`src/rtl/joystick_spi_slave.sv`:
```
// SPI mode-0 slave emulating a joystick: returns a 40-bit position/button frame
// and accepts an LED command in the first received byte.
module joystick_spi_slave #(
  parameter int SYNC_STAGES = 2
) (
  input  logic       clk50M,
  input  logic       rst,
  input  logic       cs,
  input  logic       sck,
  input  logic       mosi,
  output logic       miso,
  input  logic [9:0] x_pos,
  input  logic [9:0] y_pos,
  input  logic [2:0] buttons,
  output logic [1:0] led,
  output logic       xfer_done,
  output logic       frame_err
);

  localparam logic [1:0] ST_IDLE      = 2'd0;
  localparam logic [1:0] ST_ACTIVE    = 2'd1;
  localparam logic [1:0] ST_WAIT_HIGH = 2'd2;

  localparam logic [1:0] SETTLE_CYCLES = 2'(SYNC_STAGES);
  localparam logic [5:0] FRAME_BITS    = 6'd40;
  localparam logic [5:0] CMD_BITS      = 6'd8;
  localparam logic [5:0] CNT_MAX       = 6'd63;

  logic [SYNC_STAGES-1:0] r_cs_sync;
  logic [SYNC_STAGES-1:0] r_sck_sync;
  logic [SYNC_STAGES-1:0] r_mosi_sync;
  logic                   r_cs_d;
  logic                   r_sck_d;
  logic [1:0]             r_settle;

  logic [1:0]  r_state;
  logic [39:0] r_tx;
  logic [7:0]  r_rx;
  logic [5:0]  r_cnt;
  logic [1:0]  r_led;
  logic        r_xfer_done;
  logic        r_frame_err;

  logic        w_cs;
  logic        w_mosi;
  logic        w_cs_fall;
  logic        w_cs_rise;
  logic        w_sck_fall;
  logic        w_sck_rise;
  logic [39:0] w_tx_load;

  always_ff @(posedge clk50M or posedge rst) begin
    if (rst) begin
      r_cs_sync   <= '1;
      r_sck_sync  <= '0;
      r_mosi_sync <= '0;
      r_cs_d      <= 1'b1;
      r_sck_d     <= 1'b0;
      r_settle    <= '0;
    end else begin
      r_cs_sync   <= {r_cs_sync[SYNC_STAGES-2:0], cs};
      r_sck_sync  <= {r_sck_sync[SYNC_STAGES-2:0], sck};
      r_mosi_sync <= {r_mosi_sync[SYNC_STAGES-2:0], mosi};
      r_cs_d      <= r_cs_sync[SYNC_STAGES-1];
      r_sck_d     <= r_sck_sync[SYNC_STAGES-1];
      // cs stages reset to ones; count until those have flushed so a cs held
      // low across reset release is not mistaken for an idle bus.
      if (r_settle != SETTLE_CYCLES) r_settle <= r_settle + 2'd1;
    end
  end

  always_comb begin
    w_cs       = r_cs_sync[SYNC_STAGES-1];
    w_mosi     = r_mosi_sync[SYNC_STAGES-1];
    w_cs_fall  = r_cs_d & ~w_cs;
    w_cs_rise  = ~r_cs_d & w_cs;
    w_sck_fall = r_sck_d & ~r_sck_sync[SYNC_STAGES-1];
    w_sck_rise = ~r_sck_d & r_sck_sync[SYNC_STAGES-1];
    w_tx_load  = {x_pos[7:0], 6'b0, x_pos[9:8],
                  y_pos[7:0], 6'b0, y_pos[9:8],
                  5'b0, buttons};
  end

  always_ff @(posedge clk50M or posedge rst) begin
    if (rst) begin
      r_state     <= ST_WAIT_HIGH;
      r_tx        <= '0;
      r_rx        <= '0;
      r_cnt       <= '0;
      r_led       <= '0;
      r_xfer_done <= 1'b0;
      r_frame_err <= 1'b0;
    end else begin
      r_xfer_done <= 1'b0;
      r_frame_err <= 1'b0;
      case (r_state)
        ST_WAIT_HIGH: begin
          if ((r_settle == SETTLE_CYCLES) && w_cs) r_state <= ST_IDLE;
        end
        ST_IDLE: begin
          if (w_cs_fall) begin
            r_state <= ST_ACTIVE;
            r_tx    <= w_tx_load;
          end
        end
        ST_ACTIVE: begin
          if (w_cs_rise) begin
            r_state <= ST_IDLE;
            r_cnt   <= '0;
            r_rx    <= '0;
            if (r_cnt == FRAME_BITS) r_xfer_done <= 1'b1;
            else                     r_frame_err <= 1'b1;
          end else begin
            if (w_sck_fall) r_tx <= {r_tx[38:0], 1'b0};
            if (w_sck_rise) begin
              r_rx <= {r_rx[6:0], w_mosi};
              if (r_cnt != CNT_MAX) r_cnt <= r_cnt + 6'd1;
            end
          end
          // rx holds byte 0 for the whole cycle after the count reaches 8
          if ((r_cnt == CMD_BITS) && (r_rx[7:2] == 6'b100000)) r_led <= r_rx[1:0];
        end
        default: r_state <= ST_WAIT_HIGH;
      endcase
    end
  end

  always_comb begin
    miso      = (r_state == ST_ACTIVE) ? r_tx[39] : 1'b0;
    led       = r_led;
    xfer_done = r_xfer_done;
    frame_err = r_frame_err;
  end

endmodule

```
`config.mk`:
```
export PLATFORM = sky130hd
export DESIGN_NAME = joystick_spi_slave
export DESIGN_NICKNAME = d
export VERILOG_FILES = /design/src/rtl/joystick_spi_slave.sv
export SDC_FILE = /design/constraint.sdc
export NUM_CORES = 1
export LEC_CHECK = 0
export ABC_AREA = 1
export CAP_MARGIN = 40
export CELL_PAD_IN_SITES_DETAIL_PLACEMENT = 0
export CELL_PAD_IN_SITES_GLOBAL_PLACEMENT = 2
export CORE_ASPECT_RATIO = 0.6
export CORE_MARGIN = 2
export CORE_UTILIZATION = 36
export CTS_CLUSTER_DIAMETER = 100
export DETAILED_ROUTE_END_ITERATION = 12
export PLACE_DENSITY_LB_ADDON = 0.1
export SLEW_MARGIN = 20
export SYNTH_ARGS = -nofsm -noshare
export SYNTH_HDL_FRONTEND = slang
export SYNTH_SLANG_ARGS = --single-unit
```
`constraint.sdc`:
```
create_clock -name clk50M -period 5.26 [get_ports clk50M]
set_clock_uncertainty 0.05 [all_clocks]
set_input_delay 0.789 -clock clk50M [delete_from_list [all_inputs] [get_ports clk50M]]
set_output_delay 0.789 -clock clk50M [all_outputs]
set_load 0.005 [all_outputs]
```
==> results.ini <==
[cells_and_area]
nets = 438
fillers = 823
finalNonFillerCells = 524
design_area_um2 = 3880
multi_input_area_um2 = 1170
n_antenna_cell = 0
syn_to_final_growth_pct = 25.3
final_layout_size_suffix_gt1_share_pct = 8.01
regArea_um2 = 1760

[sta]
fmaxAchievable_ghz = 0.395
tightest_slew_ns = 0.690
finalHoldViolations = 0
relSlewSlack_pct = 53.9
rsz0062_at_grt = no
period_share_pct = 48.2
setup_violations = 0
slew_violations = 0
tns_ns = 0
fin_ws_ns = 2.73
min_period_ns = 2.53

[clock_network]
cts_buffers = 9
cts_root_buf = clkbuf_16
hold_buffers = 0
clkLatencyLatePin_ns = 0.32
htreeDepth = 3
clkTransAtPathRegs_ns = 0.05
cts_resized = 0
numClockSinks = 70
cts_tree = yes
cts_setup_buffers = 0
clockBufferDepth = 2

[route]
via_per_inst = 4.44
route.detailed.drc = 0
first_iter_violations = 146
via_count = 2324
wirelength_met1_um = 3540
top_layer = met4
wl_met3_um = 363
wl_met2_um = 2320
wl_um = 6260
antenna_left = 0
detail_route.wl_per_cell_um = 11.9
drt-pass1-iter-count = 4

[synth]
synth_top_area_cell = dfrtp_1
synth_simple_gate_area_share_pct = 29.6
synthTopCellsByCount = nand2_1 (191), dfrtp_1 (66), inv_1 (20), o21ai_0 (20)
ys_seq_area_share_pct = 56.7
synth-edff-count = 0
muxShareOfSynthArea_pct = 0
synth_nets = 406
synth_fa_ha_area_share_pct = 1.21
syn-instance-count = 375
ys_top_cells_by_area = dfrtp_1 (53%), nand2_1 (23%), dfstp_2 (3.4%), o21ai_0 (3.2%), inv_1 (2.4%)
synth.most_common_cell = nand2_1
synthFlopType = dfrtp_1
synthesis.area_um2 = 3100
synth_seq_cells = 70
yosys_warnings = 0
netlist.area_leader.share_pct = 53.3
async_reset_ff_share_pct = 100
post_synth_num_cell_types = 30
syn_area_per_cell_um2 = 8.26
synth_top_family_by_area = simple AND/OR/NAND/NOR gates
synthXorXnorAreaFrac_pct = 0.565
synth-compound-area-share_pct = 6.42

[run]
max-cap-violations = 0

[die]
core_um2 = 8430
start_util_pct = 36.8
ioPinCount = 33
fp-row-count = 26
die_h_um = 75.9
die_w_um = 124
die_area_um2 = 9390

[pwr]
switching_share_pct = 27.9
powerDensity_nw_per_um2 = 467
cellLeakagePower_nw = 1.91
p_clk_share_pct = 38.6
combinationalPowerShare_pct = 19.9
power_w = 0.00181
intPower_w = 0.00131
switchingPower_w = 0.000507
seq_power_share_pct = 41.5
vdd_drop_max_mv = 0.202

[place]
dpl_cell_area_um2 = 3530
dp_hpwl_um = 4070
pre_cts_ws_ns = 2.84
dp.cells = 508
port_buffers = 32
place_congestion = 0.733

[global_routing]
antenna_found_initial = 0
overflow = 0
grt_max_degree = 60
grt_pass1_wl_um = 10700
grt.total_usage_pct = 15.6
grt_pass1_vias = 2122

[worst_setup_path]
r2r_start = r_state[1]
worst_setup_path_end_kind = primary output
worstPathMaxFanout = 28
startpoint_type = flip-flop
slowest_delay_ns = 0.56
worstSetupPathType = reg2out
crit_path_end = miso
cp.arrival_ns = 1.69
cp_slowest_cell = dfstp_2
r2r-end = r_tx[2]
crit_start = r_state[1]
crit_chain = inv_2 -> nand2_4 -> nor2_1 -> clkdlybuf4s50_1
crit_required_ns = 4.42
reg2reg_slack_ns = 2.91
ff2ff_path_depth = 8

[min_path]
hold_path.class = reg2reg

[run_status]
status = finished, final reports clean

==> metrics by stage <==
step | util (%) | hold WS, ns
floorplan | - | 0.281
global placement | 41.4 | 0.283
detailed placement | 41.9 | 0.287
CTS | 46.1 | 0.300
global route | 46.1 | 0.318
finish | 46.1 | 0.299
==> layout make-up <==
cell class	instances	share of cell area, %
clock buffers	13	6.70
clock inverters	3	2.32
inverters	22	2.13
multi-input cells	268	30.1
flip-flops and latches	70	45.2
well taps	112	3.61
repair buffers	36	9.86
==> metal layers <==
layer | track usage [%] | up-vias
met3 | 6.89 | 2
met4 | 4.55 | 0
met5 | 0 | -
met1 | 23.0 | 1032
li1 | - | 1240
met2 | 20.2 | 50
==> sequential cells by signal, indices dropped and copies added (netlist names) <==
register / count
r_cs_d: 1
r_sck_d: 1
xfer_done: 1
r_tx: 40
r_mosi_sync: 2
r_state: 2
r_settle: 2
r_cs_sync: 2
r_cnt: 6
led: 2
frame_err: 1
r_rx: 8
r_sck_sync: 2
==> worst max-delay path, delay by kind of cell (launching register included) <==
kind | cells | cell delay, ns
buf+inv | 2 | 0.51
flops | 1 | 0.56
simple gates | 2 | 0.31
==> kinds of logic after synthesis <==
kind of cell	Yosys count
AOI/OAI and AO/OA	37
xor gates and xnor gates	2
adders and majority gates	3
buffers and inverters	37
DFF	70
and+or+nand+nor	226
==> placed cells by master (no fill, tap or decap) <==
master,count
a21oi_1,2
a22oi_1,1
a31oi_1,1
buf_12,1
buf_16,1
buf_4,2
bufinv_16,3
clkbuf_1,2
clkbuf_16,9
clkbuf_8,2
clkdlybuf4s50_1,32
dfrtp_1,66
dfstp_2,4
ha_1,3
inv_1,19
inv_2,3
nand2_1,191
nand2_2,3
nand2_4,2
nand3_1,11
nand3_2,1
nand3b_1,2
nand4_1,2
nor2_1,11
nor2_4,1
nor4_1,1
o21ai_0,20
o21ai_1,6
o21bai_1,1
o22ai_1,6
or2_2,1
xnor2_1,1
xor2_1,1
==> worst min-delay path by stage <==
stage	startpoint	endpoint	slack [ns]	cells after the start
6_report	r_sck_sync[0]	r_sck_sync[1]	0.30	0
5_1_grt	r_cs_sync[0]	r_cs_sync[1]	0.32	0
4_1_cts	r_sck_sync[0]	r_sck_sync[1]	0.30	0
3_5_place_dp	r_sck_sync[0]	r_sck_sync[1]	0.29	0
3_3_place_gp	r_mosi_sync[0]	r_mosi_sync[1]	0.28	0
2_1_floorplan	r_mosi_sync[0]	r_mosi_sync[1]	0.28	0
==> power groups by stage <==
| stage | clock network, W | registers [W] | logic, W |
|---|---|---|---|
| finish | 0.000701 | 0.000753 | 0.000360 |
| global route | 0.000749 | 0.000771 | 0.000434 |
| CTS | 0.000723 | 0.000752 | 0.000369 |
| detailed placement | 0 | 0.000759 | 0.000366 |
| global placement | 0 | 0.000764 | 0.000353 |
| floorplan | 0 | 0.000742 | 0.000280 |
No activity file was read; power rests on OpenSTA's default activity.
